## src/rtl/piecewise_vec_driver.sv

```systemverilog
// Streaming driver/checker for the piecewise_fixed evaluator: drives accepted vectors onto
// dut_*, samples dut_y LAT edges later, queues pass/fail records and keeps saturating counters.
module piecewise_vec_driver #(
  parameter int unsigned WID   = 16,
  parameter int unsigned LAT   = 2,
  parameter int unsigned DEPTH = 4,
  parameter int unsigned CNT_W = 16
) (
  input  logic             clk,
  input  logic             rst,
  input  logic             start,
  input  logic             in_valid,
  output logic             in_ready,
  input  logic [WID-1:0]   in_x,
  input  logic [WID-1:0]   in_a0,
  input  logic [WID-1:0]   in_a1,
  input  logic [WID-1:0]   in_a2,
  input  logic [WID-1:0]   in_a3,
  input  logic [WID-1:0]   in_yexp,
  input  logic             in_last,
  output logic [WID-1:0]   dut_x,
  output logic [WID-1:0]   dut_a0,
  output logic [WID-1:0]   dut_a1,
  output logic [WID-1:0]   dut_a2,
  output logic [WID-1:0]   dut_a3,
  input  logic [WID-1:0]   dut_y,
  output logic             out_valid,
  input  logic             out_ready,
  output logic [WID-1:0]   out_y,
  output logic [WID-1:0]   out_yexp,
  output logic             out_pass,
  output logic             out_last,
  output logic [CNT_W-1:0] num_tests,
  output logic [CNT_W-1:0] num_passed,
  output logic [CNT_W-1:0] num_failed,
  output logic             busy,
  output logic             done
);

  localparam int unsigned PTR_W  = (DEPTH > 1) ? $clog2(DEPTH) : 1;
  localparam int unsigned FCNT_W = $clog2(DEPTH + 1);
  localparam int unsigned INF_W  = $clog2(LAT + 1);

  generate
    if (LAT < 1 || DEPTH < LAT + 1) begin : g_param_chk
      $error("piecewise_vec_driver: need LAT >= 1 and DEPTH >= LAT+1");
    end
  endgenerate

  typedef enum logic [1:0] {IDLE, RUN, DRAIN, DONE} state_t;

  typedef struct packed {
    logic [WID-1:0] y;
    logic [WID-1:0] yexp;
    logic           pass;
    logic           last;
  } rec_t;

  state_t            state, state_n;
  logic              accept, clr, push, pop, ready_n;
  logic [LAT-1:0]    pipe_vld;
  logic [LAT-1:0]    pipe_last;
  logic [WID-1:0]    pipe_yexp [LAT];
  logic [INF_W-1:0]  inflight, inflight_n;
  rec_t              mem [DEPTH];
  rec_t              push_rec, head_n;
  logic [PTR_W-1:0]  wr_ptr, rd_ptr, rd_ptr_n;
  logic [FCNT_W-1:0] fcount, fcount_pop, fcount_n;

  function automatic logic [PTR_W-1:0] ptr_inc(input logic [PTR_W-1:0] p);
    return (p == PTR_W'(DEPTH - 1)) ? '0 : p + PTR_W'(1);
  endfunction

  function automatic logic [CNT_W-1:0] sat_inc(input logic [CNT_W-1:0] c);
    return (&c) ? c : c + CNT_W'(1);
  endfunction

  assign accept = in_valid && in_ready;
  assign clr    = start && (state == IDLE || state == DONE);
  assign push   = pipe_vld[LAT-1];
  assign pop    = out_valid && out_ready;

  // Next state; DRAIN ends once no token is in flight and the FIFO (hence any pop) is empty
  always_comb begin
    state_n = state;
    case (state)
      IDLE:    if (start) state_n = RUN;
      RUN:     if (accept && in_last) state_n = DRAIN;
      DRAIN:   if (inflight == '0 && fcount == '0) state_n = DONE;
      DONE:    if (start) state_n = RUN;
      default: state_n = IDLE;
    endcase
  end

  // Occupancy bookkeeping and the record that becomes the FIFO head after this edge
  always_comb begin
    push_rec.y    = dut_y;
    push_rec.yexp = pipe_yexp[LAT-1];
    push_rec.pass = (dut_y == pipe_yexp[LAT-1]);
    push_rec.last = pipe_last[LAT-1];
    inflight_n    = inflight + INF_W'(accept) - INF_W'(push);
    fcount_pop    = fcount - FCNT_W'(pop);
    fcount_n      = fcount_pop + FCNT_W'(push);
    rd_ptr_n      = pop ? ptr_inc(rd_ptr) : rd_ptr;
    head_n        = (fcount_pop == '0) ? push_rec : mem[rd_ptr_n];
    ready_n       = (state_n == RUN) && ((32'(inflight_n) + 32'(fcount_n)) < DEPTH);
  end

  always_ff @(posedge clk or posedge rst) begin
    if (rst) begin
      state    <= IDLE;
      in_ready <= 1'b0;
      busy     <= 1'b0;
      done     <= 1'b0;
    end else begin
      state    <= state_n;
      in_ready <= ready_n;
      busy     <= (state_n == RUN) || (state_n == DRAIN);
      done     <= (state_n == DONE);
    end
  end

  always_ff @(posedge clk or posedge rst) begin
    if (rst) begin
      dut_x  <= '0;
      dut_a0 <= '0;
      dut_a1 <= '0;
      dut_a2 <= '0;
      dut_a3 <= '0;
    end else if (accept) begin
      dut_x  <= in_x;
      dut_a0 <= in_a0;
      dut_a1 <= in_a1;
      dut_a2 <= in_a2;
      dut_a3 <= in_a3;
    end
  end

  // Token pipeline: valid bits reset, payload does not need to
  always_ff @(posedge clk or posedge rst) begin
    if (rst) begin
      pipe_vld <= '0;
      inflight <= '0;
    end else begin
      for (int i = LAT - 1; i > 0; i--) pipe_vld[i] <= pipe_vld[i-1];
      pipe_vld[0] <= accept;
      inflight    <= inflight_n;
    end
  end

  always_ff @(posedge clk) begin
    for (int i = LAT - 1; i > 0; i--) begin
      pipe_yexp[i] <= pipe_yexp[i-1];
      pipe_last[i] <= pipe_last[i-1];
    end
    pipe_yexp[0] <= in_yexp;
    pipe_last[0] <= in_last;
  end

  always_ff @(posedge clk) begin
    if (push) mem[wr_ptr] <= push_rec;
  end

  // FWFT result FIFO with the head held in the out_* registers
  always_ff @(posedge clk or posedge rst) begin
    if (rst) begin
      wr_ptr    <= '0;
      rd_ptr    <= '0;
      fcount    <= '0;
      out_valid <= 1'b0;
      out_y     <= '0;
      out_yexp  <= '0;
      out_pass  <= 1'b0;
      out_last  <= 1'b0;
    end else begin
      if (push) wr_ptr <= ptr_inc(wr_ptr);
      rd_ptr    <= rd_ptr_n;
      fcount    <= fcount_n;
      out_valid <= (fcount_n != '0);
      if (fcount_n != '0) begin
        out_y    <= head_n.y;
        out_yexp <= head_n.yexp;
        out_pass <= head_n.pass;
        out_last <= head_n.last;
      end
    end
  end

  always_ff @(posedge clk or posedge rst) begin
    if (rst) begin
      num_tests  <= '0;
      num_passed <= '0;
      num_failed <= '0;
    end else if (clr) begin
      num_tests  <= '0;
      num_passed <= '0;
      num_failed <= '0;
    end else if (push) begin
      num_tests <= sat_inc(num_tests);
      if (push_rec.pass) num_passed <= sat_inc(num_passed);
      else               num_failed <= sat_inc(num_failed);
    end
  end

endmodule

```

## config.mk

```make
export PLATFORM = sky130hd
export DESIGN_NAME = piecewise_vec_driver
export DESIGN_NICKNAME = d
export VERILOG_FILES = /design/src/rtl/piecewise_vec_driver.sv
export SDC_FILE = /design/constraint.sdc
export NUM_CORES = 1
export LEC_CHECK = 0
export CORE_MARGIN = 5
export CORE_UTILIZATION = 46
export CTS_CLUSTER_SIZE = 20
export DETAILED_ROUTE_END_ITERATION = 16
export HOLD_SLACK_MARGIN = 0.05
export PLACE_DENSITY = 0.79
export SLEW_MARGIN = 20
export SYNTH_ARGS = -nofsm -noshare
export SYNTH_HDL_FRONTEND = slang
export SYNTH_SLANG_ARGS = --single-unit
```

## constraint.sdc

```tcl
create_clock -name clk -period 5.5 [get_ports clk]
set_input_delay 0.825 -clock clk [delete_from_list [all_inputs] [get_ports clk]]
set_output_delay 0.825 -clock clk [all_outputs]
set_load 0.01 [all_outputs]
```

==> reports/qor.yml <==
whs_ps: 323
grt_usage_pct: 19.0
final.fill_count: 2146
n_antenna_cell: 0
route.antenna.remaining_nets: 0
critical-path-top-delay-family: "simple AND/OR/NAND/NOR gates"
yosysTopAreaCellShare_pct: 32.9
synth.cell_area_sq_um: 13600
post_cts_resized: 0
grt_max_degree: 81
ys_warn_count: 0
tritoncts_num_sinks: 349
port_buffers: 283
maxSlewHeadroom_pct: 32.5
fin_tns_setup_ps: 0
postLayoutCoreUtil_pct: 61.7
total_switching_power_mw: 2.79
design.core.area_sq_um: 29400
setup_viol: 0
grt_util_met3_pct: 4.46
cell_by_cell_listing_of_the_critical_path: "clkdlybuf4s50_1, xor2_1, nor4_4, nand4_4, or3_1, or3_1, a21oi_1"
critPathMostFrequentCell: "or3_1"
crit_path_start_kind: "primary input"
first_global_vias: 8949
vias_per_cell: 5.26
slowest_stage: "or3_1"
hold_violation_count_in_the_final_report: 0
synthCells: 939
ys_dominant_reg_cell: "dfrtp_1"
syn_area_per_cell_sq_um: 14.5
critical_path_required_ps: 5930
fmaxAchievable_ghz: 0.308
report.final.slew_viol_count: 0
worstSetupPathType: "primary input to register"
seq_power_share_pct: 39.0
tritoncts: "yes"
worst_setup_path_end_kind: "register"
sw_frac_of_total_pct: 30.5
syn_to_final_growth_pct: 33.3
fin_worst_skew_ps: 24.0
p_leak_nw: 7.10
detail_route.drc_violations: 0
drtIter0Drc: 580
postCtsSetupBuffers: 0
synth-seq-cells: 349
critPathBufInv: 1
place_congestion: 0.785
grt_setup_unrepaired: "false"
p_per_area_nw_per_um2: 503
num_io_pins: 284
grt_remaining_overflow: 0
grt_antenna_before_repair: 1
h_tree_depth: 2
grt.busiest_layer: "met2"
asyncSetResetFlopFracSynth_pct: 51.3
cts_buffers: 37
top_cells_by_area_in_the_synthesized_netlist: "dfrtp_1 (33%), edfxtp_1 (30%), mux2_2 (6.6%)"
synth.distinct_cells: 46
clock_tree.buffer_depth: 3
hold_path_depth: 0
critical_path_cell_count: 7
die_height_um: 182
layout-drive-gt1-share_pct: 15.7
clk-insertion-delay-late_ps: 530
critPathMaxStageDelay_ps: 640
max-vdd-ir-drop_mv: 0.331
routed_wire_length_per_instance_um: 19.5
clock_slew_seen_by_the_registers_of_the_worst_setup_and_hold_paths_ps: 60
dpl_worst_slack_ps: 1770
maxCapViolCount: 0
synth_enable_flop_cells: 136
yosysSeqAreaShare_pct: 67.9
drt_first_pass_iters: 4
cp_max_fo: 28
design_area_sq_um: 18200
cp.arrival_ps: 3690
nets: 1367
grt_use_met1_pct: 25.4
final_critical_path_setup_slack_ps: 2250
synth_fp_nets: 1074
dpl.hpwl_um: 21100
worstHoldPathType: "register to register"
post_dp_cell_area_sq_um: 16900
met2_resource_use_gr_pct: 32.1
worst_slew_pin_slew_ps: 1010
routed_wl_um: 32200
worst-r2r-cell-count: 9
num_rows: 63
cts-hold-fix-buffers: 0
synth_top_cell_by_area: "dfrtp_1"
timing.final.crit_share_pct: 59.1
floorplan.die.width_um: 182
pwr-share-comb_pct: 34.4
wire_length_of_the_first_global_routing_pass_um: 50400
min_period_ps: 3250
outcome: "finished clean"
routed-via-count: 8686
start_util_pct: 46.3
die_area_sq_um: 33200
cts_root_buffer: "clkbuf_16"
clock_share_of_power_pct: 26.6
p_int_mw: 6.35
[power groups by stage]
stage / clock, mW / sequential (mW) / combinational (mW)
after global routing: 2.61 / 3.63 / 3.40
after detailed placement: 0 / 3.62 / 3.17
after floorplan: 0 / 3.77 / 1.51
after global placement: 0 / 3.59 / 3.07
final: 2.43 / 3.57 / 3.14
after CTS: 2.49 / 3.57 / 3.20
[registers in the layout (all words and copies together) (netlist names), 3 cells and up]
| signal | count |
|---|---|
| pipe_yexp | 32 |
| num_tests | 16 |
| num_failed | 16 |
| num_passed | 16 |
| out_yexp | 16 |
| dut_a1 | 16 |
| dut_x | 16 |
| out_y | 16 |
| dut_a0 | 16 |
| fcount | 3 |
| dut_a3 | 16 |
| mem | 136 |
| dut_a2 | 16 |
[cell type report]
class / count / area (sq um) / share of cell area [%]
flip-flops and latches: 349 / 9240 / 50.9
multi-input cells: 530 / 4170 / 23.0
repair buffers: 296 / 2970 / 16.3
clock buffers: 57 / 1120 / 6.18
well taps: 390 / 488 / 2.69
clock inverters: 11 / 91.3 / 0.503
inverters: 18 / 71.3 / 0.393
[synth_stat cells (2+ instances only)]
master,count
nand3_1,27
xnor2_1,18
a21oi_1,12
buf_1,2
nor2_1,78
inv_1,17
and4_1,2
nor3_1,11
edfxtp_1,136
nor4_1,4
nor3b_1,2
nand2_1,92
nor4_4,4
and2_1,7
or4_1,2
nor2b_1,3
dfrtp_1,179
o21ai_0,7
mux4_2,34
clkbuf_1,35
a31oi_1,34
and3_1,12
or3_1,5
o21ai_1,6
mux2_2,80
mux2i_1,2
nand4_1,14
dfxtp_1,34
a31o_2,2
ha_1,17
buf_2,5
a211oi_1,2
xor2_1,40
nand4b_1,2
[through the flow]
step                power [mW]  std cells
floorplan                 5.28        939
global placement          6.66       1582
detailed placement        6.79       1582
CTS                       9.26       1650
global route              9.63       1651
finish                    9.14       1651
[final timing paths]
check	startpoint	end	slack (ps)
setup / recovery	dut_y[12]	num_passed[15]$_DFFE_PP0P_	2250
hold / removal	pipe_yexp[0][6]$_DFF_P_	pipe_yexp[0][22]$_DFF_P_	320
setup reg to reg	state[0]$_DFF_PP0_	num_tests[15]$_DFFE_PP0P_	2570
hold reg to reg	pipe_yexp[0][6]$_DFF_P_	pipe_yexp[0][22]$_DFF_P_	320
max in group asynchronous	rst	out_y[10]$_DFFE_PP0P_	3920
min in group asynchronous	rst	dut_a2[8]$_DFFE_PP0N_	660
[cells by family after synthesis]
family | synth area share (%)
mux | 12.4
buf+inv | 1.70
simple gates | 9.58
xor+xnor | 3.73
compound gates | 3.19
fa+ha+maj | 1.56
flops | 67.9
[metal layers]
metal	wire length, um	part of all wire (%)
met5	13	0.040
met4	544	1.7
met3	2090	6.5
met2	16300	51
met1	13200	41
[cell usage in the layout (no fill, tap or decap), types with 4 or more instances in the layout]
master	n
nand2_1	91
clkbuf_8	10
inv_1	16
buf_4	10
nand4_1	14
clkdlybuf4s50_1	283
nor4_1	4
and2_1	5
mux4_2	34
dfxtp_1	34
nor3_1	11
mux2_2	80
a31oi_1	34
nor2_1	78
o21ai_1	6
xor2_1	40
nor4_4	4
clkbuf_1	9
clkbuf_16	38
ha_1	17
dfrtp_1	179
a21oi_1	12
o21ai_0	7
or3_1	4
edfxtp_1	136
and3_1	12
nand3_1	27
xnor2_1	18
[worst reg2reg max path, delay by kind of cell, from the launching register on]
family	cells	cell delay [ps]
AOI/OAI and AO/OA	1	790
xor gates and xnor gates	1	170
adders and majority gates	1	340
buffers and inverters	2	500
DFF	1	380
and+or+nand+nor	4	610
(Power assumes the default switching activity.)
